===== src/rtl/reg_scoreboard_dec_if.sv =====
// Issue/writeback bundle between the pipeline control and the register scoreboard.
// The master side drives issue and writeback requests, and the slave side returns decode and hazard status.
interface reg_scoreboard_dec_if #(
    parameter int ADDR_W = 5
);
    localparam int NREGS = 1 << ADDR_W;

    logic              issue_valid;
    logic [ADDR_W-1:0] issue_rd;
    logic              issue_wr;
    logic [ADDR_W-1:0] rs1;
    logic [ADDR_W-1:0] rs2;
    logic              wb_valid;
    logic [ADDR_W-1:0] wb_rd;
    logic [NREGS-1:0]  wb_onehot;
    logic [NREGS-1:0]  busy_vec;
    logic              rs1_busy;
    logic              rs2_busy;
    logic              issue_stall;
    logic              err_underflow;

    modport master (
        output issue_valid, issue_rd, issue_wr, rs1, rs2, wb_valid, wb_rd,
        input  wb_onehot, busy_vec, rs1_busy, rs2_busy, issue_stall, err_underflow
    );

    modport slave (
        input  issue_valid, issue_rd, issue_wr, rs1, rs2, wb_valid, wb_rd,
        output wb_onehot, busy_vec, rs1_busy, rs2_busy, issue_stall, err_underflow
    );
endinterface


===== src/rtl/reg_scoreboard_dec.sv =====
// Writeback address decoder and per-register pending-write scoreboard.
// The scoreboard raises the issue stall on RAW hazards and when a destination's pending counter is saturated.
module reg_scoreboard_dec #(
    parameter int ADDR_W    = 5,
    parameter int CNT_W     = 2,
    parameter int ZERO_HARD = 1
) (
    input  logic                 clk,
    input  logic                 rst_n,
    reg_scoreboard_dec_if.slave  bus
);
    localparam int NREGS = 1 << ADDR_W;
    localparam logic [CNT_W-1:0] CNT_ZERO = {CNT_W{1'b0}};
    localparam logic [CNT_W-1:0] CNT_ONE  = CNT_W'(1);
    localparam logic [CNT_W-1:0] CNT_MAX  = {CNT_W{1'b1}};

    // Register 0 is excluded from tracking when it is hardwired.
    function automatic logic is_tracked(input logic [ADDR_W-1:0] addr);
        is_tracked = (ZERO_HARD == 0) || (addr != {ADDR_W{1'b0}});
    endfunction

    logic [CNT_W-1:0] cnt_q [NREGS];
    logic [CNT_W-1:0] cnt_d [NREGS];
    logic [NREGS-1:0] wb_onehot_q;
    logic [NREGS-1:0] wb_onehot_d;
    logic             err_underflow_q;
    logic             err_underflow_d;

    logic             rs1_busy_s;
    logic             rs2_busy_s;
    logic             rd_full_s;
    logic             issue_stall_s;
    logic             issue_acc_s;
    logic             wb_dec_s;
    logic             underflow_s;
    logic [NREGS-1:0] inc_vec_s;
    logic [NREGS-1:0] dec_vec_s;
    logic [NREGS-1:0] busy_vec_s;

    // Hazard detection from the registered counters; no writeback bypass.
    always_comb begin
        rs1_busy_s    = (cnt_q[bus.rs1] != CNT_ZERO);
        rs2_busy_s    = (cnt_q[bus.rs2] != CNT_ZERO);
        rd_full_s     = (cnt_q[bus.issue_rd] == CNT_MAX);
        issue_stall_s = bus.issue_valid & (rs1_busy_s | rs2_busy_s | (bus.issue_wr & rd_full_s));
        issue_acc_s   = bus.issue_valid & ~issue_stall_s & bus.issue_wr & is_tracked(bus.issue_rd);
        wb_dec_s      = bus.wb_valid & is_tracked(bus.wb_rd);
        underflow_s   = wb_dec_s & (cnt_q[bus.wb_rd] == CNT_ZERO);
    end

    // Per-register increment/decrement strobes, write-enable decode and busy flags.
    always_comb begin
        inc_vec_s   = {NREGS{1'b0}};
        dec_vec_s   = {NREGS{1'b0}};
        wb_onehot_d = {NREGS{1'b0}};
        busy_vec_s  = {NREGS{1'b0}};
        for (int i = 0; i < NREGS; i++) begin
            inc_vec_s[i]   = issue_acc_s & (bus.issue_rd == ADDR_W'(i));
            dec_vec_s[i]   = wb_dec_s & (bus.wb_rd == ADDR_W'(i));
            wb_onehot_d[i] = dec_vec_s[i];
            busy_vec_s[i]  = (cnt_q[i] != CNT_ZERO);
        end
    end

    // Counter next state: an empty counter holds on a lone decrement and reaches 1 on a paired issue.
    always_comb begin
        for (int i = 0; i < NREGS; i++) begin
            case ({inc_vec_s[i], dec_vec_s[i]})
                2'b10:   cnt_d[i] = cnt_q[i] + CNT_ONE;
                2'b01:   cnt_d[i] = (cnt_q[i] == CNT_ZERO) ? CNT_ZERO : (cnt_q[i] - CNT_ONE);
                2'b11:   cnt_d[i] = (cnt_q[i] == CNT_ZERO) ? CNT_ONE : cnt_q[i];
                default: cnt_d[i] = cnt_q[i];
            endcase
        end
        err_underflow_d = err_underflow_q | underflow_s;
    end

    // State registers with synchronous active-low reset overriding all events.
    always_ff @(posedge clk) begin
        if (!rst_n) begin
            for (int i = 0; i < NREGS; i++) begin
                cnt_q[i] <= CNT_ZERO;
            end
            wb_onehot_q     <= {NREGS{1'b0}};
            err_underflow_q <= 1'b0;
        end else begin
            for (int i = 0; i < NREGS; i++) begin
                cnt_q[i] <= cnt_d[i];
            end
            wb_onehot_q     <= wb_onehot_d;
            err_underflow_q <= err_underflow_d;
        end
    end

    assign bus.wb_onehot     = wb_onehot_q;
    assign bus.busy_vec      = busy_vec_s;
    assign bus.rs1_busy      = rs1_busy_s;
    assign bus.rs2_busy      = rs2_busy_s;
    assign bus.issue_stall   = issue_stall_s;
    assign bus.err_underflow = err_underflow_q;
endmodule


===== src/flat_wrapper.sv =====
// flat-port wrapper written by rule: the top's interface ports become plain ports
module reg_scoreboard_dec_flat 
#(
    parameter int ADDR_W    = 5,
    parameter int CNT_W     = 2,
    parameter int ZERO_HARD = 1
)
  (clk, rst_n, bus_issue_valid, bus_issue_rd, bus_issue_wr, bus_rs1, bus_rs2, bus_wb_valid, bus_wb_rd, bus_wb_onehot, bus_busy_vec, bus_rs1_busy, bus_rs2_busy, bus_issue_stall, bus_err_underflow);
  reg_scoreboard_dec_if #(.ADDR_W(ADDR_W)) bus_i ();
  input  logic clk;
  input  logic rst_n;
  input wire logic [$bits(bus_i.issue_valid)-1:0] bus_issue_valid;
  input wire logic [$bits(bus_i.issue_rd)-1:0] bus_issue_rd;
  input wire logic [$bits(bus_i.issue_wr)-1:0] bus_issue_wr;
  input wire logic [$bits(bus_i.rs1)-1:0] bus_rs1;
  input wire logic [$bits(bus_i.rs2)-1:0] bus_rs2;
  input wire logic [$bits(bus_i.wb_valid)-1:0] bus_wb_valid;
  input wire logic [$bits(bus_i.wb_rd)-1:0] bus_wb_rd;
  output wire logic [$bits(bus_i.wb_onehot)-1:0] bus_wb_onehot;
  output wire logic [$bits(bus_i.busy_vec)-1:0] bus_busy_vec;
  output wire logic [$bits(bus_i.rs1_busy)-1:0] bus_rs1_busy;
  output wire logic [$bits(bus_i.rs2_busy)-1:0] bus_rs2_busy;
  output wire logic [$bits(bus_i.issue_stall)-1:0] bus_issue_stall;
  output wire logic [$bits(bus_i.err_underflow)-1:0] bus_err_underflow;
  assign bus_i.issue_valid = bus_issue_valid;
  assign bus_i.issue_rd = bus_issue_rd;
  assign bus_i.issue_wr = bus_issue_wr;
  assign bus_i.rs1 = bus_rs1;
  assign bus_i.rs2 = bus_rs2;
  assign bus_i.wb_valid = bus_wb_valid;
  assign bus_i.wb_rd = bus_wb_rd;
  assign bus_wb_onehot = bus_i.wb_onehot;
  assign bus_busy_vec = bus_i.busy_vec;
  assign bus_rs1_busy = bus_i.rs1_busy;
  assign bus_rs2_busy = bus_i.rs2_busy;
  assign bus_issue_stall = bus_i.issue_stall;
  assign bus_err_underflow = bus_i.err_underflow;
  reg_scoreboard_dec #(.ADDR_W(ADDR_W), .CNT_W(CNT_W), .ZERO_HARD(ZERO_HARD)) u_core (.clk(clk), .rst_n(rst_n), .bus(bus_i));
endmodule

===== config.mk =====
export PLATFORM = sky130hd
export DESIGN_NAME = reg_scoreboard_dec_flat
export DESIGN_NICKNAME = d
export VERILOG_FILES = /design/src/rtl/reg_scoreboard_dec_if.sv /design/src/rtl/reg_scoreboard_dec.sv /design/src/flat_wrapper.sv
export SDC_FILE = /design/constraint.sdc
export NUM_CORES = 1
export LEC_CHECK = 0
export CAP_MARGIN = 15
export CORE_UTILIZATION = 25
export CTS_CLUSTER_DIAMETER = 150
export DETAILED_ROUTE_END_ITERATION = 8
export PLACE_DENSITY = 0.47
export SKIP_CTS_REPAIR_TIMING = 1
export SYNTH_ARGS = -nofsm -noshare
export SYNTH_HDL_FRONTEND = slang
export SYNTH_SLANG_ARGS = --single-unit

===== constraint.sdc =====
create_clock -name clk -period 3.1 [get_ports clk]
set_input_delay 0.62 -clock clk [delete_from_list [all_inputs] [get_ports clk]]
set_output_delay 0.62 -clock clk [all_outputs]
set_load 0.02 [all_outputs]

==> run metrics <==
Comb power frac=20.0%; Sw Share=28.76%; final net count=1440; Synth Net Count=1190; CP max FO=5; Cell Area, Synth=8502 um2; Hold Slack=0.4789 ns; final clock period utilization by the worst path=100.6%; Max-Cap Viols=0; Placement Setup Slack=-0.9191 ns; max incr delay on CP=0.52 ns; setup TNS=-0.01870 ns; Starting Density=25.35%; yosys warns=0; gr usage total=18.70%; vias per cell=4.963; DR vias=8804; Root Buffer=clkbuf_16; die height=186.4 um; Filler Cell Count=3532; TritonCTS clock tree=done; grt ovf=0; endpoints failing setup=1; Seq pwr share=37.5%; 1st-pass router iterations=5; first-pass GRT wire length=49.93 mm; worst clock skew=0.01124 ns; Die ar.=34750 um2; Die Width=186.4 um; # clock sinks=97; pwr/cell area=280.5 nW/um2; sequential share of the synthesized area=22.84%; syn avg cell area=7.938 um2; Leak=5.767 nW; Final ANT Viol Nets=0; synthesis-to-finish area growth=42.00%; unrepaired setup endpoints after global routing=yes; Post-Layout Cell Count=1774; critical path required time=2.48 ns; Yosys top cell by area=dfxtp_1; Yosys cell types=64; Rows=67; failing checks=negative setup slack; fmax=320.6 MHz; core area=33530 um2; H-tree Lvls=3; Synth async-reset ratio=0%; WL/cell=18.56 um; Num CTS Buffers=9; first-iteration detailed-routing DRC count=546; Clk pin slew, worst setup/hold paths=0.08 ns; ANT cells=0; Fin. Hold Viols=0; ys flop type=dfxtp_1; DRC violations left=0; vias in the first global route=8441; crit path capture type=output port; critical path type=input pin to output port; setup slack after layout=-0.01870 ns; initial antenna violation count=0; Worst VDD drop=267.2 uV; Internal=0.002413 W; Slowest-stage cell, CP=mux4_2; largest net degree at the start of global routing=37; count leader, synth=nor2_1; placed insts=1747; Reg area=1953 um2; HPWL Detailed=25.71 mm; fin. max-slew vios=0; Hold Path Class=flip-flop to flip-flop; Synth top area share=22.84%; multi-input logic area=6152 um2; worst skew pair latency=0.38 ns; Tmin final=3.119 ns; Port Buffer Count=92; layout cell share with drive strength beyond 1=24.43%; clock tree buffer depth=2; outcome=finished with violations; clock network power share=42.5%; #FFs+latches synth=97; routability cong.=0.9130; cells after synthesis=1071; Top Ports=93; drt total wl=32.93 mm; Critical Path AT=2.50 ns; number of synthesized flops with an enable pin=0; most frequent cells after synthesis=149 x nor2_1, 98 x inv_1, 97 x dfxtp_1, 94 x ha_1; largest cells by area after synthesis=dfxtp_1 23%, ha_1 14%, mux2i_1 8.5%; Switch Pwr=0.0009739 W; cell chain of the critical path=buf_8 > buf_12 > mux4_2 > o22ai_4 > a2111oi_4 > o22ai_1 > and4b_2 > nor2b_1 > o31a_1 > buf_6; startpoint class of the critical path=input pin
==> per-layer routing <==
layer | GRT usage, % | vias to the layer above | wire length, um
met5 | 0 | - | 0
met4 | 8.169 | 0 | 1158
met2 | 31.01 | 231 | 15490
li1 | - | 4355 | -
met1 | 23.93 | 4159 | 14840
met3 | 2.878 | 59 | 1436
==> cells by family (layout without fill, tap and decap cells) <==
family	after synthesis	after routing	synth area share [%]
AND/OR/NAND/NOR	405	405	22.78
AO/OA/AOI/OAI	211	211	18.09
buffers and inverters	163	418	7.829
multiplexers	99	99	14.48
flip-flops	97	97	22.84
adder cells (fa/ha/maj)	94	94	13.83
other	1	1	0.04411
XOR/XNOR	1	1	0.1030
==> power groups by stage <==
stage               Combinational [W]  Sequential, W  Clock [W]
floorplan                    0.000319        0.00130          0
global placement             0.000620        0.00130          0
detailed placement           0.000621        0.00130          0
CTS                          0.000624        0.00127    0.00150
global route                 0.000721        0.00127    0.00153
finish                       0.000677        0.00127    0.00144
==> placed cells by master, fill, tap and decap left out, types with 5 or more instances in the layout <==
cell type        Yosys  final
o211a_1             27     27
o21ai_0             25     24
clkbuf_2             0      5
nor2_1             149    142
nand4_1             33     33
and2_1               7      7
o311a_1             13     13
or2_2                5      5
mux2i_1             72     72
buf_12               0      8
inv_1               98     96
nand2_1             73     69
nor3_2               0     10
dfxtp_2              0      9
nor3_1              73     61
ha_1                94     94
a211oi_1            34     31
nand3b_1             7      7
nor2_2               0      5
nand3_1             10     10
dfxtp_1             97     88
buf_4                1    189
mux4_2              18     18
mux2_2               5      5
dlymetal6s2s_1       0      5
buf_6                3     10
clkdlybuf4s50_1      0     77
and3_1               5      5
nand2b_1            12      8
clkbuf_16            0     12
o31ai_1             17     17
a21oi_1             52     52
o21a_1               5      5
nor2b_1              6      5
==> path summary, 6_finish.rpt <==
| check | slack [ns] | startpoint | endpoint | cells past startpoint |
|---|---|---|---|---|
| setup / recovery | -0.02 | bus_issue_rd[1] | bus_issue_stall | 10 |
| hold / removal | 0.48 | u_core.bus.err_underflow | u_core.bus.err_underflow | 1 |
| setup reg to reg | 0.17 | u_core.cnt_q[20][0] | u_core.cnt_q[21][1] | 11 |
| hold reg to reg | 0.48 | u_core.bus.err_underflow | u_core.bus.err_underflow | 1 |
==> through the flow <==
| stage | area [um2] | utilization, % | total power (W) |
|---|---|---|---|
| final | 12070 | 36.00 | 0.003387 |
| after CTS | 11660 | 34.78 | 0.003387 |
| after global routing | 12070 | 36.00 | 0.003517 |
| after global placement | 11300 | 33.71 | 0.001917 |
| after floorplan | 8557 | - | 0.001621 |
| after detailed placement | 11300 | 33.71 | 0.001918 |
==> state kept, by name, summed over array words and instances (netlist names) <==
| signal | cells |
|---|---|
| u_core.bus.wb_onehot | 32 |
| u_core.bus.err_underflow | 1 |
| u_core.cnt_q | 64 |
==> worst max-delay path, delay by kind of cell <==
kind            cells  cell delay (ns)
compound gates      4             0.66
simple gates        2             0.35
mux                 1             0.52
buf+inv             3             0.34
==> cell type report <==
cell class | instances | share of cell area (%)
clock buffers | 10 | 1.897
clock inverters | 6 | 1.078
inverters | 100 | 3.109
multi-input cells | 811 | 50.96
flip-flops and latches | 97 | 16.18
well taps | 448 | 4.643
repair buffers | 302 | 22.14
(Power assumes the default switching activity.)
